## src/rtl/uart_tx_sched_pkg.sv

```systemverilog
// Shared definitions for the uart transmit scheduler: FSM encoding, id width
// and the counter width helper.
package uart_tx_sched_pkg;

  localparam int ID_W = 3;

  typedef enum logic [1:0] {
    ST_IDLE    = 2'd0,
    ST_ISSUE   = 2'd1,
    ST_SENDING = 2'd2,
    ST_NEXT    = 2'd3
  } state_t;

  // Bits needed to hold the value itself (never less than 1).
  function automatic int get_width(input int value);
    int w;
    w = 1;
    while ((2 ** w) <= value) w++;
    return w;
  endfunction

endpackage

```

## src/rtl/uart_tx_sched_if.sv

```systemverilog
// Client request bus plus uart-side strobe for the transmit scheduler.
interface uart_tx_sched_if import uart_tx_sched_pkg::*; #(
  parameter int NUM_REQ = 4
) ();

  // Handshake: a client holds req_valid/req_data/req_last stable until its
  // req_ready bit pulses for one cycle, which means the uart took that byte;
  // the next byte may be presented from the following cycle. uart_we and
  // uart_data stay stable until uart_tx_busy is observed high.
  logic [NUM_REQ-1:0]   req_valid;
  logic [8*NUM_REQ-1:0] req_data;
  logic [NUM_REQ-1:0]   req_last;
  logic [NUM_REQ-1:0]   req_ready;
  logic [ID_W-1:0]      grant_id;
  logic                 busy;
  logic                 err_timeout;
  logic                 uart_we;
  logic [7:0]           uart_data;
  logic                 uart_tx_busy;
  state_t               dbg_state;

  modport master (
    output req_valid, req_data, req_last, uart_tx_busy,
    input  req_ready, grant_id, busy, err_timeout, uart_we, uart_data, dbg_state
  );

  modport slave (
    input  req_valid, req_data, req_last, uart_tx_busy,
    output req_ready, grant_id, busy, err_timeout, uart_we, uart_data, dbg_state
  );

endinterface

```

## src/rtl/uart_tx_sched_rr_arbiter.sv

```systemverilog
// Combinational round-robin pick: first set request at or after ptr, wrapping.
module uart_tx_sched_rr_arbiter import uart_tx_sched_pkg::*; #(
  parameter int NUM_REQ = 4
) (
  input  logic [NUM_REQ-1:0] req,
  input  logic [ID_W-1:0]    ptr,
  output logic [NUM_REQ-1:0] gnt,
  output logic [ID_W-1:0]    gnt_idx,
  output logic               any
);

  logic [NUM_REQ-1:0] rot;
  logic [ID_W-1:0]    off;
  logic [ID_W:0]      sum;

  always_comb begin
    // Rotate so bit 0 is the pointer position, then take the lowest set bit.
    rot = NUM_REQ'({req, req} >> ptr);
    off = '0;
    for (int i = NUM_REQ - 1; i >= 0; i--) begin
      if (rot[i]) off = ID_W'(i);
    end
    sum = {1'b0, ptr} + {1'b0, off};
    if (sum >= (ID_W + 1)'(NUM_REQ)) sum = sum - (ID_W + 1)'(NUM_REQ);
    gnt_idx = sum[ID_W-1:0];
    any     = |req;
    gnt     = any ? (NUM_REQ'(1) << gnt_idx) : '0;
  end

endmodule

```

## src/rtl/uart_tx_sched.sv

```systemverilog
// Round-robin scheduler sharing one uart transmitter among byte-stream clients;
// grants whole messages or at most MAX_BURST bytes before rotating.
module uart_tx_sched import uart_tx_sched_pkg::*; #(
  parameter int NUM_REQ       = 4,
  parameter int MAX_BURST     = 16,
  parameter int ISSUE_TIMEOUT = 4096
) (
  input  logic            clk,
  input  logic            rst,
  uart_tx_sched_if.slave  bus
);

  localparam int WAIT_W = get_width(ISSUE_TIMEOUT);

  state_t             state, state_n;
  logic [ID_W-1:0]    grant_id, grant_n;
  logic [ID_W-1:0]    rr_ptr, rr_ptr_n;
  logic               busy_r, busy_n;
  logic               we_r, we_n;
  logic               err_r, err_n;
  logic               last_seen, last_seen_n;
  logic [7:0]         data_r, data_n;
  logic [7:0]         burst_cnt, burst_n;
  logic [NUM_REQ-1:0] ready_r, ready_n;
  logic [WAIT_W-1:0]  wait_cnt, wait_n;

  logic [NUM_REQ-1:0] pick_onehot;
  logic [ID_W-1:0]    pick_idx;
  logic               pick_any;
  logic [7:0]         pick_data;
  logic               own_valid;
  logic               own_last;
  logic [7:0]         own_data;
  logic               burst_done;

  uart_tx_sched_rr_arbiter #(.NUM_REQ(NUM_REQ)) u_arb (
    .req     (bus.req_valid),
    .ptr     (rr_ptr),
    .gnt     (pick_onehot),
    .gnt_idx (pick_idx),
    .any     (pick_any)
  );

  always_comb begin
    pick_data = '0;
    own_valid = 1'b0;
    own_last  = 1'b0;
    own_data  = '0;
    for (int i = 0; i < NUM_REQ; i++) begin
      if (pick_onehot[i]) pick_data = bus.req_data[8*i +: 8];
      if (grant_id == ID_W'(i)) begin
        own_valid = bus.req_valid[i];
        own_last  = bus.req_last[i];
        own_data  = bus.req_data[8*i +: 8];
      end
    end
  end

  assign burst_done = (burst_cnt == 8'(MAX_BURST));

  always_ff @(posedge clk or posedge rst) begin
    if (rst) begin
      state     <= ST_IDLE;
      grant_id  <= '0;
      rr_ptr    <= '0;
      busy_r    <= 1'b0;
      we_r      <= 1'b0;
      err_r     <= 1'b0;
      last_seen <= 1'b0;
      data_r    <= '0;
      burst_cnt <= '0;
      ready_r   <= '0;
      wait_cnt  <= '0;
    end else begin
      state     <= state_n;
      grant_id  <= grant_n;
      rr_ptr    <= rr_ptr_n;
      busy_r    <= busy_n;
      we_r      <= we_n;
      err_r     <= err_n;
      last_seen <= last_seen_n;
      data_r    <= data_n;
      burst_cnt <= burst_n;
      ready_r   <= ready_n;
      wait_cnt  <= wait_n;
    end
  end

  always_comb begin
    state_n     = state;
    grant_n     = grant_id;
    rr_ptr_n    = rr_ptr;
    busy_n      = busy_r;
    we_n        = we_r;
    err_n       = 1'b0;
    last_seen_n = last_seen;
    data_n      = data_r;
    burst_n     = burst_cnt;
    ready_n     = '0;
    wait_n      = wait_cnt;

    unique case (state)
      ST_IDLE: begin
        if (pick_any && !bus.uart_tx_busy) begin
          grant_n = pick_idx;
          busy_n  = 1'b1;
          burst_n = '0;
          data_n  = pick_data;
          we_n    = 1'b1;
          wait_n  = '0;
          state_n = ST_ISSUE;
        end
      end
      ST_ISSUE: begin
        if (bus.uart_tx_busy) begin
          ready_n     = NUM_REQ'(1) << grant_id;
          we_n        = 1'b0;
          burst_n     = burst_done ? burst_cnt : burst_cnt + 8'd1;
          last_seen_n = own_last;
          state_n     = ST_SENDING;
        end else if (wait_cnt == WAIT_W'(ISSUE_TIMEOUT - 1)) begin
          // The byte is abandoned: no ready pulse, ownership rotates away.
          err_n   = 1'b1;
          we_n    = 1'b0;
          state_n = ST_NEXT;
        end else begin
          wait_n = wait_cnt + WAIT_W'(1);
        end
      end
      ST_SENDING: begin
        // A stalled owner keeps the grant until it supplies the rest of its message.
        if (!bus.uart_tx_busy) begin
          if (last_seen || burst_done) begin
            state_n = ST_NEXT;
          end else if (own_valid) begin
            data_n  = own_data;
            we_n    = 1'b1;
            wait_n  = '0;
            state_n = ST_ISSUE;
          end
        end
      end
      ST_NEXT: begin
        rr_ptr_n = (grant_id == ID_W'(NUM_REQ - 1)) ? '0 : grant_id + ID_W'(1);
        busy_n   = 1'b0;
        state_n  = ST_IDLE;
      end
      default: state_n = ST_IDLE;
    endcase
  end

  assign bus.req_ready   = ready_r;
  assign bus.grant_id    = grant_id;
  assign bus.busy        = busy_r;
  assign bus.err_timeout = err_r;
  assign bus.uart_we     = we_r;
  assign bus.uart_data   = data_r;
  assign bus.dbg_state   = state;

endmodule

```

## src/flat_wrapper.sv

```systemverilog
// flat-port wrapper written by rule: the top's interface ports become plain ports
module uart_tx_sched_flat import uart_tx_sched_pkg::*;
#(
  parameter int NUM_REQ       = 4,
  parameter int MAX_BURST     = 16,
  parameter int ISSUE_TIMEOUT = 4096
)
  (clk, rst, bus_req_valid, bus_req_data, bus_req_last, bus_uart_tx_busy, bus_req_ready, bus_grant_id, bus_busy, bus_err_timeout, bus_uart_we, bus_uart_data, bus_dbg_state);
  uart_tx_sched_if #(.NUM_REQ(NUM_REQ)) bus_i ();
  input  logic clk;
  input  logic rst;
  input wire logic [$bits(bus_i.req_valid)-1:0] bus_req_valid;
  input wire logic [$bits(bus_i.req_data)-1:0] bus_req_data;
  input wire logic [$bits(bus_i.req_last)-1:0] bus_req_last;
  input wire logic [$bits(bus_i.uart_tx_busy)-1:0] bus_uart_tx_busy;
  output wire logic [$bits(bus_i.req_ready)-1:0] bus_req_ready;
  output wire logic [$bits(bus_i.grant_id)-1:0] bus_grant_id;
  output wire logic [$bits(bus_i.busy)-1:0] bus_busy;
  output wire logic [$bits(bus_i.err_timeout)-1:0] bus_err_timeout;
  output wire logic [$bits(bus_i.uart_we)-1:0] bus_uart_we;
  output wire logic [$bits(bus_i.uart_data)-1:0] bus_uart_data;
  output wire logic [$bits(bus_i.dbg_state)-1:0] bus_dbg_state;
  assign bus_i.req_valid = bus_req_valid;
  assign bus_i.req_data = bus_req_data;
  assign bus_i.req_last = bus_req_last;
  assign bus_i.uart_tx_busy = bus_uart_tx_busy;
  assign bus_req_ready = bus_i.req_ready;
  assign bus_grant_id = bus_i.grant_id;
  assign bus_busy = bus_i.busy;
  assign bus_err_timeout = bus_i.err_timeout;
  assign bus_uart_we = bus_i.uart_we;
  assign bus_uart_data = bus_i.uart_data;
  assign bus_dbg_state = bus_i.dbg_state;
  uart_tx_sched #(.NUM_REQ(NUM_REQ), .MAX_BURST(MAX_BURST), .ISSUE_TIMEOUT(ISSUE_TIMEOUT)) u_core (.clk(clk), .rst(rst), .bus(bus_i));
endmodule
```

## config.mk

```make
export PLATFORM = sky130hd
export DESIGN_NAME = uart_tx_sched_flat
export DESIGN_NICKNAME = d
export VERILOG_FILES = /design/src/rtl/uart_tx_sched_pkg.sv /design/src/rtl/uart_tx_sched_if.sv /design/src/rtl/uart_tx_sched_rr_arbiter.sv /design/src/rtl/uart_tx_sched.sv /design/src/flat_wrapper.sv
export SDC_FILE = /design/constraint.sdc
export NUM_CORES = 1
export LEC_CHECK = 0
export ABC_AREA = 1
export BUFFER_PORTS_ARGS = -buffer_cell sky130_fd_sc_hd__buf_2
export CAP_MARGIN = 20
export CORE_ASPECT_RATIO = 0.8
export CORE_MARGIN = 2
export CORE_UTILIZATION = 39
export CTS_BUF_LIST = sky130_fd_sc_hd__clkbuf_2
export CTS_CLUSTER_SIZE = 14
export DETAILED_ROUTE_END_ITERATION = 7
export PLACE_DENSITY = 0.61
export SYNTH_ARGS = -nofsm -noshare
export SYNTH_HDL_FRONTEND = slang
export SYNTH_SLANG_ARGS = --single-unit
export TNS_END_PERCENT = 20
```

## constraint.sdc

```tcl
create_clock -name clk -period 7.06 [get_ports clk]
set_input_delay 0 -clock clk [delete_from_list [all_inputs] [get_ports clk]]
set_output_delay 0 -clock clk [all_outputs]
set_load 0.02 [all_outputs]
```

==> flow_metrics.env <==
export IMPL_cts_sinks=45
export IMPL_async_reset_ff_frac=1.00
export IMPL_clock_latency_ps=430
export IMPL_drt_first_pass_iters=5
export IMPL_synthCells=524
export IMPL_synthesis_area_um2=3510
export IMPL_p_leak_nw=2.12
export IMPL_cts_setup_buffers=0
export IMPL_hp_class="in2reg"
export IMPL_clock_skew_ps=25.8
export IMPL_multi_input_area_um2=2060
export IMPL_gp_congestion=0.916
export IMPL_maxSlewHeadroom=0.390
export IMPL_final_period_utilization=0.495
export IMPL_yosys_warnings=0
export IMPL_synth_edff_count=0
export IMPL_initial_utilization=0.408
export IMPL_synth_nets=577
export IMPL_clock_fmax_ghz=0.286
export IMPL_r2r_end="u_core.bus.uart_data[2]"
export IMPL_setup_viol=0
export IMPL_crit_type="reg2reg"
export IMPL_yosysTopAreaCell="dfrtp_1"
export IMPL_rr_worst_depth=18
export IMPL_final_antenna_net_count=0
export IMPL_post_cts_resized=0
export IMPL_die_h_um=88.8
export IMPL_cts_root_buf="clkbuf_2"
export IMPL_tightest_slew_ps=913
export IMPL_drt_total_wl_mm=9.08
export IMPL_drive_above_1_share=0.198
export IMPL_diodes=0
export IMPL_utilization=0.467
export IMPL_cap_violations=0
export IMPL_post_route_drc_count=0
export IMPL_syn_avg_cell_area_um2=6.69
export IMPL_post_place_cells=681
export IMPL_route_vias_total=3602
export IMPL_clk_pin_slew_ps=250
export IMPL_drt_initial_drc_count=190
export IMPL_die_width_um=110
export IMPL_die_area_um2=9770
export IMPL_antenna_found_initial=0
export IMPL_ys_seq_area_frac=0.321
export IMPL_cp_required_ps=7430
export IMPL_r2r_setup_slack_ps=3570
export IMPL_fin_ws_ps=3570
export IMPL_min_delay_start="bus_req_data[22]"
export IMPL_grt_max_degree=46
export IMPL_routed_via_density=5.16
export IMPL_hold_violations=0
export IMPL_cp_end_kind="flop"
export IMPL_clockBufferDepth=2
export IMPL_final_seq_area_um2=1130
export IMPL_pre_cts_slack_ps=3680
export IMPL_port_buffers=62
export IMPL_synth_top_area_share=0.321
export IMPL_r2r_start="u_core.rr_ptr[2]"
export IMPL_crit_fanout=9
export IMPL_grt_usage=0.199
export IMPL_wl_per_cell_um=13.0
export IMPL_ioPinCount=63
export IMPL_synth_most_common_cell="nand2_1"
export IMPL_maxSlewViolCount=0
export IMPL_fin_nets=638
export IMPL_cp_arrival_ps=3870
export IMPL_rsz0062_at_grt="no"
export IMPL_fillers=893
export IMPL_synth_seq_cells=45
export IMPL_grt_pass1_wl_mm=15.7
export IMPL_dp_hpwl_mm=6.75
export IMPL_min_period_ps=3490
export IMPL_synthTopCellsByArea="dfrtp_1, nand2_1, o21ai_0"
export IMPL_hold_depth=7
export IMPL_coreArea_um2=8600
export IMPL_final_cells=698
export IMPL_status="complete, no violations"
export IMPL_critPathLaunchType="flop"
export IMPL_synth_common_cells="nand2_1, inv_1, nor2_1"
export IMPL_tns_ps=0
export IMPL_htree_levels=2
export IMPL_synth_distinct_cells=35
export IMPL_cts_made_buffers=5
export IMPL_synth_ff_type="dfrtp_1"
export IMPL_holdPathEnd="u_core.bus.uart_data[6]"
export IMPL_cts_tree="done"
export IMPL_num_rows=30
export IMPL_grt_remaining_overflow=0
export IMPL_area_growth_syn_to_layout_pct=14.6
export IMPL_postCtsHoldBufs=9
export IMPL_ir_worst_vdd_mv=0.215
export IMPL_report_power_total_mw=1.62
export IMPL_grt_pass1_vias=3411
export IMPL_power_density_nw_per_um2=404
cell type report:
cell class,instances,area share
sequential,45,0.280
timing repair buffer,71,0.0997
tap,112,0.0349
multi-input combinational,403,0.513
clock buffer,6,0.00747
inverter,59,0.0551
clock inverter,2,0.00965
critical path, stage by stage (launching register included):
cell,delay [ps]
dfrtp_1,440
inv_1,120
nand3_1,80
o21ai_0,80
inv_1,70
o21ai_0,190
nand3_1,90
a21boi_0,180
ha_1,190
inv_1,50
fa_1,570
clkinv_1,280
nor2_1,520
nand4_1,180
nand3_1,150
nand2_1,60
nand2_1,60
nand2_1,50
nand2_1,60
state kept, by name, indices dropped and copies added, names as in the netlist:
signal                  cells
u_core.wait_cnt            13
u_core.burst_cnt            8
u_core.bus.uart_data        8
u_core.bus.req_ready        4
u_core.bus.grant_id         3
u_core.rr_ptr               3
u_core.bus.dbg_state        2
u_core.bus.busy             1
u_core.bus.err_timeout      1
u_core.bus.uart_we          1
u_core.last_seen            1
cells by family after synthesis:
family | synth area share
XOR/XNOR | 0.0300
adder cells (fa/ha/maj) | 0.0378
AND/OR/NAND/NOR | 0.401
AO/OA/AOI/OAI | 0.119
flip-flops | 0.321
buffers and inverters | 0.0913
cell usage in the layout, fill, tap and decap left out, types with 2 or more instances in the layout:
cell / n
nor3_1: 6
nand2_1: 168
nor2_4: 3
nand4_1: 20
o2111ai_1: 8
a21oi_2: 2
buf_2: 62
inv_1: 45
dfrtp_1: 45
o31ai_1: 3
nor2_1: 46
o21ai_1: 12
o21bai_1: 3
ha_1: 9
nor2_2: 2
a21oi_1: 4
xor2_1: 9
nand2_2: 17
xnor2_1: 3
inv_2: 13
nand3_4: 2
nand2_4: 3
nand3_2: 2
or2_2: 2
clkbuf_2: 6
nand3_1: 36
dlygate4sd3_1: 9
o21ai_0: 38
metrics by stage:
step                hold WS [ps]  instance area [um^2]
floorplan                    175                  3510
global placement             278                  3860
detailed placement           280                  3860
CTS                         3.06                  4020
global route                6.55                  4020
finish                      6.52                  4020
how the worst max path moves through the flow:
stage,startpoint,end,slack (ps),cells after the start
global placement,u_core.rr_ptr[2],u_core.bus.uart_data[7],3740,18
floorplan,u_core.rr_ptr[0],u_core.bus.uart_data[6],4280,16
detailed placement,u_core.rr_ptr[2],u_core.bus.uart_data[7],3680,18
finish,u_core.rr_ptr[2],u_core.bus.uart_data[2],3570,18
global route,u_core.rr_ptr[0],u_core.bus.uart_data[7],3180,17
CTS,u_core.rr_ptr[2],u_core.bus.uart_data[2],3600,18
routing by layer:
layer / wire [um] / vias to the layer above / track usage
li1: - / 1815 / -
met1: 4570 / 1681 / 0.280
met2: 3920 / 94 / 0.320
met3: 496 / 12 / 0.0353
met4: 94 / 0 / 0.0449
met5: 0 / - / 0
where the power goes:
| part | switching [mW] | leakage [nW] | internal, mW |
|---|---|---|---|
| Sequential | 0.0601 | 0.599 | 0.320 |
| Combinational | 0.739 | 1.48 | 0.353 |
| Clock | 0.0904 | 0.0432 | 0.0621 |
Power figures use the tool's default switching activity.
